`config.mk`:
```
export PLATFORM = sky130hd
export DESIGN_NAME = sram_controller
export DESIGN_NICKNAME = d
export VERILOG_FILES = /design/src/rtl/sram_controller.sv
export SDC_FILE = /design/constraint.sdc
export NUM_CORES = 1
export LEC_CHECK = 0
export ABC_AREA = 1
export BUFFER_PORTS_ARGS = -buffer_cell sky130_fd_sc_hd__buf_2
export CORE_MARGIN = 3
export CORE_UTILIZATION = 45
export CTS_CLUSTER_SIZE = 30
export DETAILED_ROUTE_END_ITERATION = 6
export PLACE_DENSITY = 0.75
export REMOVE_ABC_BUFFERS = 1
export SLEW_MARGIN = 10
export SYNTH_ARGS = -nofsm -noshare
export SYNTH_HDL_FRONTEND = slang
export SYNTH_SLANG_ARGS = --single-unit
```
`constraint.sdc`:
```
create_clock -name clk -period 1.9 [get_ports clk]
set_input_delay 0 -clock clk [delete_from_list [all_inputs] [get_ports clk]]
set_output_delay 0 -clock clk [all_outputs]
set_load 0.02 [all_outputs]
```
`src/rtl/sram_controller.sv`:
```
// SRAM controller: bridges a single-word bus slave port to two external
// asynchronous SRAM chips (base and ext). Bit 22 of the byte address
// selects the chip. Every chip-side output is registered so the strobes
// never glitch. Address, byte enables and write data are held stable for
// the whole access.
module sram_controller (
  input  logic        clk,
  input  logic        rst_n,
  input  logic [31:0] bus_address,
  input  logic        bus_read,
  input  logic        bus_write,
  input  logic [31:0] bus_data_wr,
  input  logic [3:0]  bus_mask,
  output logic        bus_stall,
  output logic [31:0] bus_data_rd,
  output logic [31:0] bus_data_rd_2,
  output logic [5:0]  bus_interrupt,
  output logic [19:0] base_addr,
  output logic [3:0]  base_be_n,
  output logic        base_ce_n,
  output logic        base_oe_n,
  output logic        base_we_n,
  input  logic [31:0] base_data_i,
  output logic [31:0] base_data_o,
  output logic        base_data_t,
  output logic [19:0] ext_addr,
  output logic [3:0]  ext_be_n,
  output logic        ext_ce_n,
  output logic        ext_oe_n,
  output logic        ext_we_n,
  input  logic [31:0] ext_data_i,
  output logic [31:0] ext_data_o,
  output logic        ext_data_t
);

  typedef enum logic [2:0] {
    IDLE    = 3'd0,
    RD      = 3'd1,
    RD_WAIT = 3'd2,
    WR      = 3'd3,
    WR_HOLD = 3'd4,
    DONE    = 3'd5
  } state_t;

  state_t      state_q, state_d;
  logic        sel_q, sel_d;        // 1 = ext chip, 0 = base chip
  logic [19:0] addr_q, addr_d;
  logic [3:0]  ben_q, ben_d;
  logic [31:0] wdata_q, wdata_d;
  logic        latch_en;

  // Chip-side output registers
  logic [19:0] base_addr_q, ext_addr_q;
  logic [3:0]  base_be_n_q, ext_be_n_q;
  logic        base_ce_n_q, base_oe_n_q, base_we_n_q, base_data_t_q;
  logic        ext_ce_n_q, ext_oe_n_q, ext_we_n_q, ext_data_t_q;
  logic [31:0] base_data_o_q, ext_data_o_q;
  logic [31:0] rd_data_q;

  // Decoded view of the next state, used to build registered strobes
  logic act_d, rd_d, we_d, drv_d;

  // Address bits outside [22] and [21:2] carry no meaning for this slave
  logic unused_addr_bits;
  assign unused_addr_bits = ^{bus_address[31:23], bus_address[1:0]};

  // Next-state logic; the request is captured only when leaving IDLE so a
  // misbehaving master cannot disturb an access already in progress
  always_comb begin
    state_d  = state_q;
    sel_d    = sel_q;
    addr_d   = addr_q;
    ben_d    = ben_q;
    wdata_d  = wdata_q;
    latch_en = 1'b0;
    unique case (state_q)
      IDLE: begin
        if (bus_write) begin
          latch_en = 1'b1;
          state_d  = (bus_mask != 4'b0000) ? WR : DONE;
        end else if (bus_read) begin
          latch_en = 1'b1;
          state_d  = RD;
        end
      end
      RD:      state_d = RD_WAIT;
      RD_WAIT: state_d = DONE;
      WR:      state_d = WR_HOLD;
      WR_HOLD: state_d = DONE;
      DONE:    state_d = IDLE;
      default: state_d = IDLE;
    endcase
    if (latch_en) begin
      sel_d   = bus_address[22];
      addr_d  = bus_address[21:2];
      ben_d   = ~bus_mask;
      wdata_d = bus_data_wr;
    end
  end

  // Strobe decode from the state being entered, so the registers below
  // present the right levels during that state
  always_comb begin
    act_d = (state_d == RD) || (state_d == RD_WAIT) ||
            (state_d == WR) || (state_d == WR_HOLD);
    rd_d  = (state_d == RD) || (state_d == RD_WAIT);
    we_d  = (state_d == WR);
    drv_d = (state_d == WR) || (state_d == WR_HOLD);
  end

  // FSM state and latched request
  always_ff @(posedge clk or negedge rst_n) begin
    if (!rst_n) begin
      state_q <= IDLE;
      sel_q   <= 1'b0;
      addr_q  <= '0;
      ben_q   <= 4'hF;
      wdata_q <= '0;
    end else begin
      state_q <= state_d;
      sel_q   <= sel_d;
      addr_q  <= addr_d;
      ben_q   <= ben_d;
      wdata_q <= wdata_d;
    end
  end

  // Registered chip strobes; the unselected chip always stays idle
  always_ff @(posedge clk or negedge rst_n) begin
    if (!rst_n) begin
      base_ce_n_q   <= 1'b1;
      base_oe_n_q   <= 1'b1;
      base_we_n_q   <= 1'b1;
      base_data_t_q <= 1'b1;
      base_be_n_q   <= 4'hF;
      ext_ce_n_q    <= 1'b1;
      ext_oe_n_q    <= 1'b1;
      ext_we_n_q    <= 1'b1;
      ext_data_t_q  <= 1'b1;
      ext_be_n_q    <= 4'hF;
    end else begin
      base_ce_n_q   <= ~(act_d & ~sel_d);
      base_oe_n_q   <= ~(rd_d  & ~sel_d);
      base_we_n_q   <= ~(we_d  & ~sel_d);
      base_data_t_q <= ~(drv_d & ~sel_d);
      base_be_n_q   <= (act_d & ~sel_d) ? ben_d : 4'hF;
      ext_ce_n_q    <= ~(act_d & sel_d);
      ext_oe_n_q    <= ~(rd_d  & sel_d);
      ext_we_n_q    <= ~(we_d  & sel_d);
      ext_data_t_q  <= ~(drv_d & sel_d);
      ext_be_n_q    <= (act_d & sel_d) ? ben_d : 4'hF;
    end
  end

  // Address and write data load once per access and then hold
  always_ff @(posedge clk or negedge rst_n) begin
    if (!rst_n) begin
      base_addr_q   <= '0;
      ext_addr_q    <= '0;
      base_data_o_q <= '0;
      ext_data_o_q  <= '0;
    end else if (latch_en) begin
      if (sel_d) begin
        ext_addr_q   <= addr_d;
        ext_data_o_q <= wdata_d;
      end else begin
        base_addr_q   <= addr_d;
        base_data_o_q <= wdata_d;
      end
    end
  end

  // Read data captured at the end of RD_WAIT and held until the next read
  always_ff @(posedge clk or negedge rst_n) begin
    if (!rst_n) begin
      rd_data_q <= '0;
    end else if (state_q == RD_WAIT) begin
      rd_data_q <= sel_q ? ext_data_i : base_data_i;
    end
  end

  assign bus_stall     = (bus_read | bus_write) & (state_q != DONE);
  assign bus_data_rd   = rd_data_q;
  assign bus_data_rd_2 = '0;
  assign bus_interrupt = '0;

  assign base_addr   = base_addr_q;
  assign base_be_n   = base_be_n_q;
  assign base_ce_n   = base_ce_n_q;
  assign base_oe_n   = base_oe_n_q;
  assign base_we_n   = base_we_n_q;
  assign base_data_o = base_data_o_q;
  assign base_data_t = base_data_t_q;
  assign ext_addr    = ext_addr_q;
  assign ext_be_n    = ext_be_n_q;
  assign ext_ce_n    = ext_ce_n_q;
  assign ext_oe_n    = ext_oe_n_q;
  assign ext_we_n    = ext_we_n_q;
  assign ext_data_o  = ext_data_o_q;
  assign ext_data_t  = ext_data_t_q;

endmodule

```
==> flow_summary.ini <==
[worst_setup_path]
path_max_fanout = 34
arrival_ns = 2.14
criticalPathCategory = reg -> reg
crit_end = bus_data_rd[21]
endpoint_kind = flop
reg2reg_setup_slack_ns = 0.08
critPathLaunchType = flop
rr_endpoint = bus_data_rd[21]
startpoint = sel_q
required_ns = 2.22
rr_startpoint = sel_q
ff2ff_path_depth = 5

[synth]
ys_async_sr_fraction_pct = 100
netlist-cell-type-count = 24
syn-instance-count = 718
synth.most_common_cell = nand2_1
yosys-top-cells-area = dfrtp_1 (52%), nand2_1 (11%), o21ai_0 (8.8%), dfstp_2 (7.9%), inv_1 (4.9%)
synth-edff-count = 0
synth_area_per_cell_um2 = 9.32
syn_area_mm2 = 0.00669
synth_seq_cells = 160
synth_commonest_cells = nand2_1 (189), dfrtp_1 (140), o21ai_0 (118)
synth_top_cell_area_share_pct = 52.3
seq_area_frac_synth_pct = 60.2
yosysTopAreaCell = dfrtp_1
synthFlopType = dfrtp_1
yosys_warnings = 0

[power]
p_per_area_mw_per_mm2 = 1680
p_leak_nw = 5.37
clockPowerShare_pct = 20.0
pwr-share-seq_pct = 35.6
power_mw = 16.8
p_sw_mw = 7.04
internal_power_mw = 9.74
vdd_drop_max_mv = 0.823
comb_power_share_pct = 44.4
switching_share_pct = 41.9

[placement]
finalWeightedCongestion = 0.847
dp_hpwl_mm = 12.6
io_buffers = 277
pre_cts_ws_ns = 0.218

[layout]
post-route-util_pct = 70.2
final_nets = 1249
syn_to_final_growth_pct = 48.9
drive_gt1_share_pct = 31.8
antenna_cells = 0

[hold_path]
min_path_type = in -> reg

[floorplanning]
num_rows = 43
die_h_um = 128
ios = 327
dieWidth_um = 128
core_mm2 = 0.0142
start_util_pct = 47.1
die-area_mm2 = 0.0164

[sta]
setup_viol = 0
rsz0062_at_grt = no
fin_setup_tns_ns = 0
maxSlewViolCount = 0
hold_slack_ns = 0.0793
skew_ns = 0.0109
slew-limit-headroom_pct = 63.9
hold_viol_final = 0
setup_slack_ns = 0.0781
worst_pin_slew_ns = 0.542
min_period_over_period_pct = 95.9
min_period_ns = 1.82
max_freq_mhz = 549

[cts]
clkTransAtPathRegs_ns = 0.07
h-tree-depth = 4
cts_sinks = 160
cts-root-buf = clkbuf_16
cts_buffers = 17
cts_tree = yes
cts.path.max_buffers = 2
clk_latency_ns = 0.41

[outcome]
status = complete, no violations

[route]
via_per_inst = 4.81
antenna_left = 0
drt_wl_total_mm = 20.3
vias = 6286
drc = 0
routedWlPerCell_um = 15.5
drt_iter0_markers = 423
first_pass_iters = 5

[global_routing]
grt_max_degree = 90
grt-ovfl-total = 0
first_global_vias = 6372
grt_first_pass_wirelength_mm = 32.2
grt_use_total_pct = 24.8
antenna_found_initial = 0

[run]
max_cap_violations = 0
==> cells in the final DEF, fill, tap and decap left out, drive strengths merged <==
| cell type | instances |
|---|---|
| a31oi | 1 |
| clkbuf | 23 |
| nand3 | 10 |
| or2 | 4 |
| conb | 38 |
| dfrtp | 140 |
| dlygate4sd3 | 123 |
| mux2 | 15 |
| o21ai | 157 |
| inv | 93 |
| clkinv | 5 |
| buf | 291 |
| nor2 | 10 |
| nand2 | 194 |
| nor3 | 1 |
| o21bai | 1 |
| dfstp | 20 |
==> metrics by stage <==
step	cell area (µm²)	cells
4_1_cts	9960	1305
2_1_floorplan	6350	680
3_3_place_gp	8130	1150
6_report	9970	1306
3_5_place_dp	8130	1150
5_1_grt	9970	1306
==> what timing repair did <==
item / 4_1_cts / 5_1_grt
hold endpoints to repair: 300 / 0
setup buffers: 0 / 1
gates resized for setup: 0 / 1
endpoints found under the setup margin: 0 / 17
hold buffers: 123 / 0
==> how the worst min path moves through the flow <==
stage | end | cells after the start | from | slack (ns)
final | bus_data_rd[5] | 5 | ext_data_i[5] | 0.08
after global routing | bus_data_rd[5] | 5 | ext_data_i[5] | 0.12
after CTS | bus_data_rd[5] | 5 | ext_data_i[5] | 0.03
after detailed placement | bus_data_rd[5] | 1 | rst_n | -0.02
after global placement | bus_data_rd[5] | 1 | rst_n | -0.03
after floorplan | base_addr[0] | 0 | rst_n | -0.30
==> power by group through the flow <==
stage               sequential [mW]  combinational [mW]  clock, mW
floorplan                      7.79                2.26          0
global placement               5.94                6.63          0
detailed placement             5.96                6.79          0
CTS                            5.95                7.31       3.39
global route                   6.15                8.17       3.57
finish                         5.97                7.45       3.36
==> worst max-delay path, stage by stage (launching register included) <==
cell and delay, ns:
dfrtp_4 0.58, buf_12 0.20, nand2_1 0.08, o21ai_0 0.08
dlygate4sd3_1 0.58, o21ai_0 0.20
==> registers in the layout (all words and copies together) (netlist names) <==
register / flops
state_q: 3
base_data_o: 32
base_be_n: 4
ext_data_o: 32
ben_q: 4
ext_we_n: 1
ext_ce_n: 1
base_addr: 20
ext_oe_n: 1
ext_data_t: 1
sel_q: 1
base_we_n: 1
ext_be_n: 4
base_oe_n: 1
base_ce_n: 1
base_data_t: 1
ext_addr: 20
bus_data_rd: 32
==> kinds of logic after synthesis <==
family                 count (synthesis)  synth area share [%]
flip-flops                           160                  60.2
AO/OA/AOI/OAI                        159                  11.9
buffers and inverters                164                  12.1
other                                  1                0.0560
AND/OR/NAND/NOR                      219                  13.2
multiplexers                          15                  2.52
==> cell type report <==
cell class / count / area [µm²]
Clock buffer: 23 / 532
Clock inverter: 9 / 66.3
Fill cell: 981 / 4230
Inverter: 89 / 334
Multi-Input combinational cell: 431 / 2000
Sequential cell: 160 / 4030
Tap cell: 180 / 225
Timing Repair Buffer: 414 / 2780
==> layer usage <==
layer  part of all wire (%)  vias to the layer above  GRT usage (%)
li1                       -                     2971              -
met1                     37                     2930           28.7
met2                     51                      338           43.4
met3                    9.1                       47           6.58
met4                    3.3                        0           10.5
met5                      0                        -              0
(Power assumes the default switching activity.)
